### src/rtl/alu_pkg.sv
// Shared ALU definitions: operation codes and execute-unit FSM states.
// The code enum is common to the decoder and both ALU flavours.
package alu_pkg;

    typedef enum logic [3:0] {
        ALU_ADD  = 4'b0000,
        ALU_SUB  = 4'b0001,
        ALU_AND  = 4'b0010,
        ALU_OR   = 4'b0011,
        ALU_SLT  = 4'b0101,
        ALU_PASS = 4'b0111,
        ALU_SRL  = 4'b1000,
        ALU_SRA  = 4'b1001,
        ALU_SLL  = 4'b1010,
        ALU_XOR  = 4'b1100
    } alu_ctrl_t;

    typedef enum logic [1:0] {
        ST_IDLE,
        ST_SHIFT,
        ST_DONE
    } alu_state_t;

    function automatic logic is_shift(input logic [3:0] code);
        return (code == ALU_SRL) || (code == ALU_SRA) ||
               (code == ALU_SLL);
    endfunction

endpackage

### src/rtl/alu_comb_core.sv
// Combinational ALU for all non-shift operations.
// Shift codes yield 0 here; unknown codes raise illegal with value 0.
module alu_comb_core
    import alu_pkg::*;
#(
    parameter int WIDTH = 32
) (
    input  logic [3:0]       alu_control,
    input  logic [WIDTH-1:0] a,
    input  logic [WIDTH-1:0] b,
    output logic [WIDTH-1:0] value,
    output logic             illegal
);

    // Decode the operation and compute its value
    always_comb begin
        value   = '0;
        illegal = 1'b0;
        case (alu_ctrl_t'(alu_control))
            ALU_ADD:  value = a + b;
            ALU_SUB:  value = a - b;
            ALU_AND:  value = a & b;
            ALU_OR:   value = a | b;
            ALU_XOR:  value = a ^ b;
            ALU_SLT:  value = {{(WIDTH-1){1'b0}},
                               $signed(a) < $signed(b)};
            ALU_PASS: value = b;
            ALU_SRL,
            ALU_SRA,
            ALU_SLL:  value = '0;
            default:  illegal = 1'b1;
        endcase
    end

endmodule

### src/rtl/seq_alu.sv
// Multi-cycle execute unit: one-cycle arithmetic/logic, shifts one bit
// per cycle, valid/ready on both sides.
module seq_alu
    import alu_pkg::*;
#(
    parameter int WIDTH   = 32,
    parameter int SHAMT_W = $clog2(WIDTH)
) (
    input  logic             clk,
    input  logic             reset,
    input  logic             in_valid,
    output logic             in_ready,
    input  logic [3:0]       alu_control,
    input  logic [WIDTH-1:0] a,
    input  logic [WIDTH-1:0] b,
    output logic             out_valid,
    input  logic             out_ready,
    output logic [WIDTH-1:0] result,
    output logic             zero,
    output logic             illegal
);

    alu_state_t       state;
    alu_ctrl_t        sh_op;
    logic [WIDTH-1:0] acc;
    logic [WIDTH-1:0] acc_next;
    logic [SHAMT_W-1:0] count;
    logic [SHAMT_W-1:0] shamt;
    logic [WIDTH-1:0] core_val;
    logic             core_ill;

    assign shamt     = b[SHAMT_W-1:0];
    assign in_ready  = (state == ST_IDLE);
    assign out_valid = (state == ST_DONE);

    alu_comb_core #(.WIDTH(WIDTH)) u_core (
        .alu_control (alu_control),
        .a           (a),
        .b           (b),
        .value       (core_val),
        .illegal     (core_ill)
    );

    // One-bit step of the shift accumulator
    always_comb begin
        acc_next = acc;
        case (sh_op)
            ALU_SRL: acc_next = {1'b0, acc[WIDTH-1:1]};
            ALU_SRA: acc_next = {acc[WIDTH-1], acc[WIDTH-1:1]};
            ALU_SLL: acc_next = {acc[WIDTH-2:0], 1'b0};
            default: acc_next = acc;
        endcase
    end

    // Control FSM with shift counter and registered outputs
    always_ff @(posedge clk) begin
        if (reset) begin
            state   <= ST_IDLE;
            sh_op   <= ALU_ADD;
            acc     <= '0;
            count   <= '0;
            result  <= '0;
            zero    <= 1'b0;
            illegal <= 1'b0;
        end else begin
            case (state)
                ST_IDLE: begin
                    if (in_valid) begin
                        if (is_shift(alu_control)) begin
                            illegal <= 1'b0;
                            sh_op   <= alu_ctrl_t'(alu_control);
                            if (shamt == '0) begin
                                result <= a;
                                zero   <= (a == '0);
                                state  <= ST_DONE;
                            end else begin
                                acc   <= a;
                                count <= shamt;
                                state <= ST_SHIFT;
                            end
                        end else begin
                            result  <= core_val;
                            zero    <= (core_val == '0);
                            illegal <= core_ill;
                            state   <= ST_DONE;
                        end
                    end
                end
                ST_SHIFT: begin
                    acc   <= acc_next;
                    count <= count - SHAMT_W'(1);
                    if (count == SHAMT_W'(1)) begin
                        result <= acc_next;
                        zero   <= (acc_next == '0);
                        state  <= ST_DONE;
                    end
                end
                ST_DONE: begin
                    if (out_ready)
                        state <= ST_IDLE;
                end
                default: state <= ST_IDLE;
            endcase
        end
    end

endmodule

### config.mk
export PLATFORM = sky130hd
export DESIGN_NAME = seq_alu
export DESIGN_NICKNAME = d
export VERILOG_FILES = /design/src/rtl/alu_pkg.sv /design/src/rtl/alu_comb_core.sv /design/src/rtl/seq_alu.sv
export SDC_FILE = /design/constraint.sdc
export NUM_CORES = 1
export LEC_CHECK = 0
export BUFFER_PORTS_ARGS = -buffer_cell sky130_fd_sc_hd__buf_2
export CAP_MARGIN = 15
export CORE_AREA = 2 2 193 138
export DETAILED_ROUTE_END_ITERATION = 6
export DIE_AREA = 0 0 195 140
export PLACE_DENSITY = 0.62
export SYNTH_ARGS = -nofsm -noshare
export SYNTH_HDL_FRONTEND = slang
export SYNTH_HIERARCHICAL = 1
export SYNTH_SLANG_ARGS = --single-unit
### constraint.sdc
create_clock -name clk -period 3.8 [get_ports clk]
set_input_delay 0.19 -clock clk [delete_from_list [all_inputs] [get_ports clk]]
set_output_delay 0.19 -clock clk [all_outputs]
set_load 0.1 [all_outputs]
# After elaboration in Yosys (flattened, before gate mapping)
# Index checks and enable logic that the tools add are counted.
dict set report op_classes {
  add_sub_neg 3
  magnitude_cmp 1
  eq_ne 21
  mux 28
  bitwise_logic 3
  reduce_logical 15
}
# operator count
set op_table {}
lappend op_table {{$mux 32} 7}
lappend op_table {{$pmux 32 s7} 1}
lappend op_table {{$pmux 32 s2} 2}
lappend op_table {{$logic_not 32->1} 3}
lappend op_table {{$pmux 32 s3} 1}
lappend op_table {{$add 32x32->32} 1}
lappend op_table {{$and 32x32->32} 1}
lappend op_table {{$lt 32x32->1} 1}
lappend op_table {{$or 32x32->32} 1}
lappend op_table {{$sub 32x32->32} 1}
lappend op_table {{$xor 32x32->32} 1}
lappend op_table {{$eq 4x4->1 const B} 7}
lappend op_table {{$mux 5} 3}
lappend op_table {{$mux 2} 5}
lappend op_table {{$pmux 5 s2} 1}
lappend op_table {{$reduce_or 10->1} 1}
lappend op_table {{$eq 4x2->1 const B} 2}
lappend op_table {{$eq 4x3->1 const B} 2}
lappend op_table {{$reduce_and 4->1} 2}
lappend op_table {{$mux 1} 6}
lappend op_table {{$ne 2x2->1 const B} 3}
lappend op_table {{$pmux 2 s3} 1}
lappend op_table {{$reduce_and 3->1} 2}
lappend op_table {{$eq 5x1->1 const B} 1}
lappend op_table {{13 further kinds} 15}
dict set report word_totals {
  reg_bits 77
  in_bits 72
  output_inout_bits 36
  elab_cells 78
}

# Logic depth before layout (Yosys ltp)
dict set report depth {
  depth_word 6
  ltp_mapped 17
}

# Modules after synthesis
# Netlist, hierarchy kept.
# module instances cells_per_inst area_each_um2 seq_area_each_um2
set modules_own_cells {}
lappend modules_own_cells {alu_comb_core 1 803 5282.6 0.0}
lappend modules_own_cells {seq_alu 1 697 4754.6 1541.5}

# Least setup slack after synthesis
# Ideal clock, no wire load.
dict set report synth_timing {
  path_kind {input -> register}
  start {in a[5]}
  end {reg zero}
  setup_ps 69
  arrival_time_ps 3234
  t_required_ps 3731
  setup_slack_ps 497
  cell_stages 17
  path_cell_list {inv_1 -> ha_1 -> buf_6 -> or4_4 -> or3_1 -> a21oi_2 -> o31ai_1 -> o21bai_1 -> a211o_1 -> a41oi_1 -> xnor2_1 -> o211ai_1 -> nor4_1 -> nand4_1 -> o31ai_1 -> a32oi_1 -> o21ai_1}
}
dict set report synth_between {
  elab_chain_cells 6
}
# item line
set synth_rtl {}
lappend synth_rtl {{from (decl)} seq_alu.sv:14} ;# input logic [WIDTH-1:0] a,
lappend synth_rtl {{$sub 32x32->32 / $add 32x32->32 (equally long branches)} {alu_comb_core.sv:21, alu_comb_core.sv:20}}
lappend synth_rtl {{$pmux 32 s7 *} alu_comb_core.sv:19} ;# case (alu_ctrl_t'(alu_control))
lappend synth_rtl {{named net core_val[21]} seq_alu.sv:29} ;# logic [WIDTH-1:0] core_val;
lappend synth_rtl {{$logic_not 32->1 *} seq_alu.sv:83} ;# zero <= (core_val == '0);
lappend synth_rtl {{$mux 1 *} seq_alu.sv:69} ;# if (is_shift(alu_control)) begin
lappend synth_rtl {{$mux 1 *} seq_alu.sv:68} ;# if (in_valid) begin
lappend synth_rtl {{$pmux 1 s2 *} seq_alu.sv:66} ;# case (state)
lappend synth_rtl {{to (signal assigned)} seq_alu.sv:74} ;# zero <= (a == '0);
lappend synth_rtl {{to (signal assigned)} seq_alu.sv:83}
lappend synth_rtl {{to (signal assigned)} seq_alu.sv:94} ;# zero <= (acc_next == '0);
lappend synth_rtl {{to (decl)} seq_alu.sv:19} ;# output logic zero,
# Mark *: on every way through the listed nets, which the timed path passes. The rest lies on a longest branch. The select of a mux whose other input is x is not followed.
# A chain may end at the register's enable or synchronous reset.

# Worst setup path after layout
dict set report layout_timing {
  start {in b[0]}
  end {reg zero}
}
dict set report layout_between {
  elab_chain_cells 6
}
# item line
set layout_rtl {}
lappend layout_rtl {{from (decl)} seq_alu.sv:15} ;# input logic [WIDTH-1:0] b,
lappend layout_rtl {{$sub 32x32->32 (tied with other cells)} alu_comb_core.sv:21} ;# ALU_SUB: value = a - b;
lappend layout_rtl {{$pmux 32 s7 *} alu_comb_core.sv:19}
lappend layout_rtl {{named net core_val[0]} seq_alu.sv:29}
lappend layout_rtl {{$logic_not 32->1 *} seq_alu.sv:83}
lappend layout_rtl {{$mux 1 *} seq_alu.sv:69}
lappend layout_rtl {{$mux 1 *} seq_alu.sv:68}
lappend layout_rtl {{$pmux 1 s2 *} seq_alu.sv:66}
# Marks and branches as above.

==> impl_metrics.ini <==
[timing]
hold_violations = 0
drv_slew = 0
fmax_ghz = 0.276
finClkSkew_ns = 0.00781
tightest_slew_ns = 1.16
whs_ns = 0.136
max-slew-margin-rel = 0.226
finalWorstSetupSlack_ns = 0.177
layout_min_cycle_time_ns = 3.62
tns_ns = 0
period_share = 0.953
setup_viol = 0

[synthesis]
synth-main-ff-cell = dfxtp_1
yosys_warnings = 6
syn_area_um2 = 10000
synthArstFlopShare = 0
syn_nets = 1682
synth_fa_ha_area_frac = 0.139
synthMuxAreaShare = 0.00910
synth_top_family_by_area = compound AO/OA/AOI/OAI gates
synth_top_cell_by_area = dfxtp_1
synthTopCellsByArea = dfxtp_1 15%, ha_1 13%, a21oi_1 8.7%
ys_ff_latch = 77
syn_inst = 1500
synth-simple-area-share = 0.268
yosysSeqAreaShare = 0.154
synth_xor_area_frac = 0.00960
synth_top_area_frac = 0.154
synth-compound-area-share = 0.338
ys_types = 82
avgSynthCellArea_um2 = 6.69
synth_edf_count = 0

[setup_path]
start_kind = input pin
ff2ff_setup_slack_ns = 0.98
worstPathMaxFanout = 7
timing.critical_path.buf_inv = 2
max_stage_delay_ns = 0.40
r2r_end = zero
critical_path.top_delay_family = compound AO/OA/AOI/OAI gates
cp.depth = 18
critPathRequiredTime_ns = 4.10
end_kind = flip-flop
r2r.worst_path.cells = 7
critical_path.slowest_cell = fa_1
cp_cell_sequence = buf_2 -> buf_4 -> ha_1 -> fa_1 -> o21bai_1 -> a211oi_2 -> o211ai_1 -> a221oi_2 -> a21oi_2 -> o21ai_4 -> o31ai_1 -> a2111oi_0 -> or2_1 -> nor4_1 -> nand4_1 -> o31ai_2 -> a32oi_1 -> o21ai_1
crit_type = in2reg
crit_arrival_ns = 3.92
r2r_start = sh_op[1]

[power_and_ir_drop]
seq_power_share = 0.259
internal-power_mw = 2.00
pwr-share-clk = 0.268
switching_share = 0.430
leakage_nw = 5.25
combPwrFrac = 0.474
p_sw_mw = 1.51
peakVddDrop_v = 0.000225
powerDensity_nw_per_um2 = 289

[final_layout]
final_net_count = 1858
drive_gt1_frac = 0.192
layout_common_cells = 198 x nand2_1, 173 x a21oi_1, 160 x buf_4, 132 x nor2_1, 108 x ha_1
final_core_util = 0.479
area_growth_pct = 21.1
layout_commonest_cell = nand2_1

[min_path]
hold_end = state[1]
min_path_cells = 4
hold_class = in2reg
min_from = out_ready

[placement]
portBuffers = 107
dp_slack_ns = -0.412
place.gp.congestion = 0.981
place_hpwl_um = 33600

[global_route]
grt_max_degree = 76
first_global_vias = 11149
gr-usage-all-layers = 0.308
grt_pass1_wl_um = 65800
grt_overflow = 0
grt_antenna_before_repair = 1

[floorplanning]
start_util = 0.395
die_w_um = 195
die_y_um = 140
row_count = 49
die-area_um2 = 27300
core_um2 = 25400
io_pins = 108

[clocking]
path_clk_slew_ns = 0.06
clockBufferDepth = 2
cts_max_level = 3
root_buffer = clkbuf_16
cts-buffers-inserted = 9
cts_tree = yes
clk_latency_ns = 0.36
clock-sinks = 77
hold_buffers = 0

[routing]
drtAntennaViolNets = 0
drt_iter0_markers = 1569
wirelength_um = 43000
vias_per_cell = 6.05
first_pass_iters = 6
drcViolationCount = 0
via_count = 12178
wl_per_cell_um = 21.4

[job]
maxCapViolations = 0

[run_status]
status = complete, no violations
==> stage by stage <==
step	power [mW]	instances	instance area (um2)
after floorplan	1.92	1500	10000
after global placement	2.51	1995	11800
after detailed placement	2.51	1995	11800
after CTS	3.47	2011	12100
after global routing	3.69	2013	12200
final	3.52	2013	12200
==> power groups by stage <==
stage	logic, mW	clock network (mW)	registers (mW)
6_report	1.66	0.942	0.909
5_1_grt	1.78	0.994	0.915
4_1_cts	1.60	0.957	0.907
3_5_place_dp	1.59	0	0.924
3_3_place_gp	1.59	0	0.923
2_1_floorplan	0.833	0	1.08
==> kinds of logic (layout without fill, tap and decap cells) <==
group | after synthesis | after routing
other | 0 | 1
adders and majority gates | 110 | 110
and+or+nand+nor | 568 | 568
buffers and inverters | 206 | 387
AOI/OAI and AO/OA | 519 | 519
DFF | 77 | 77
muxes | 9 | 9
xor gates and xnor gates | 11 | 11
==> timing repair <==
action	4_1_cts	5_1_grt
endpoints found under the hold margin	0	0
endpoints found under the setup margin	1	1
pin swaps	0	4
gates cloned	0	0
resized for setup	1	12
buffers inserted	0	1
==> synthesized netlist by cell type (all sizes together), types with 13 or more instances <==
cell type,n
a31oi,20
nor4,32
nand3,64
a221oi,20
dfxtp,77
a22oi,39
ha,108
nand3b,14
buf,37
nand4,15
o21ai,85
nor2,134
o211ai,45
a211oi,28
o21bai,18
a21oi,177
a21o,13
inv,103
nand2,198
nor3,25
or3,14
nand2b,24
clkbuf,65
==> final cells by class <==
| type | instances | area [um2] |
|---|---|---|
| sequential | 77 | 1540 |
| clock buffer | 10 | 229 |
| multi-input combinational | 1217 | 7750 |
| antenna | 1 | 2.50 |
| inverter | 104 | 390 |
| clock inverter | 6 | 87.6 |
| timing repair buffer | 267 | 1740 |
| fill | 2612 | 13200 |
| tap | 331 | 414 |
==> worst max-delay path by stage <==
stage / start / slack, ns / endpoint
2_1_floorplan: a[5] / 0.50 / zero
3_3_place_gp: a[0] / -0.42 / zero
3_5_place_dp: a[0] / -0.41 / zero
4_1_cts: a[0] / 0.07 / zero
5_1_grt: b[0] / -0.02 / zero
6_report: b[0] / 0.18 / zero
==> routing by layer <==
metal	vias to the layer above	wire, um	track usage
met2	687	16600	0.424
met4	0	856	0.0635
met3	55	5380	0.0975
met1	5666	20200	0.460
met5	-	0	0
li1	5770	-	-
==> sequential cells by signal (all words and copies together), names as in the netlist <==
name and count:
acc 32, count 5, illegal 1, result 32
sh_op 4, state 2, zero 1
==> worst register-to-register path, delay by kind of cell, from the launching register on <==
kind	cells	cell delay, ns
buf+inv	1	0.33
compound gates	2	0.25
simple gates	4	1.38
flops	1	0.81
(Power assumes the default switching activity.)
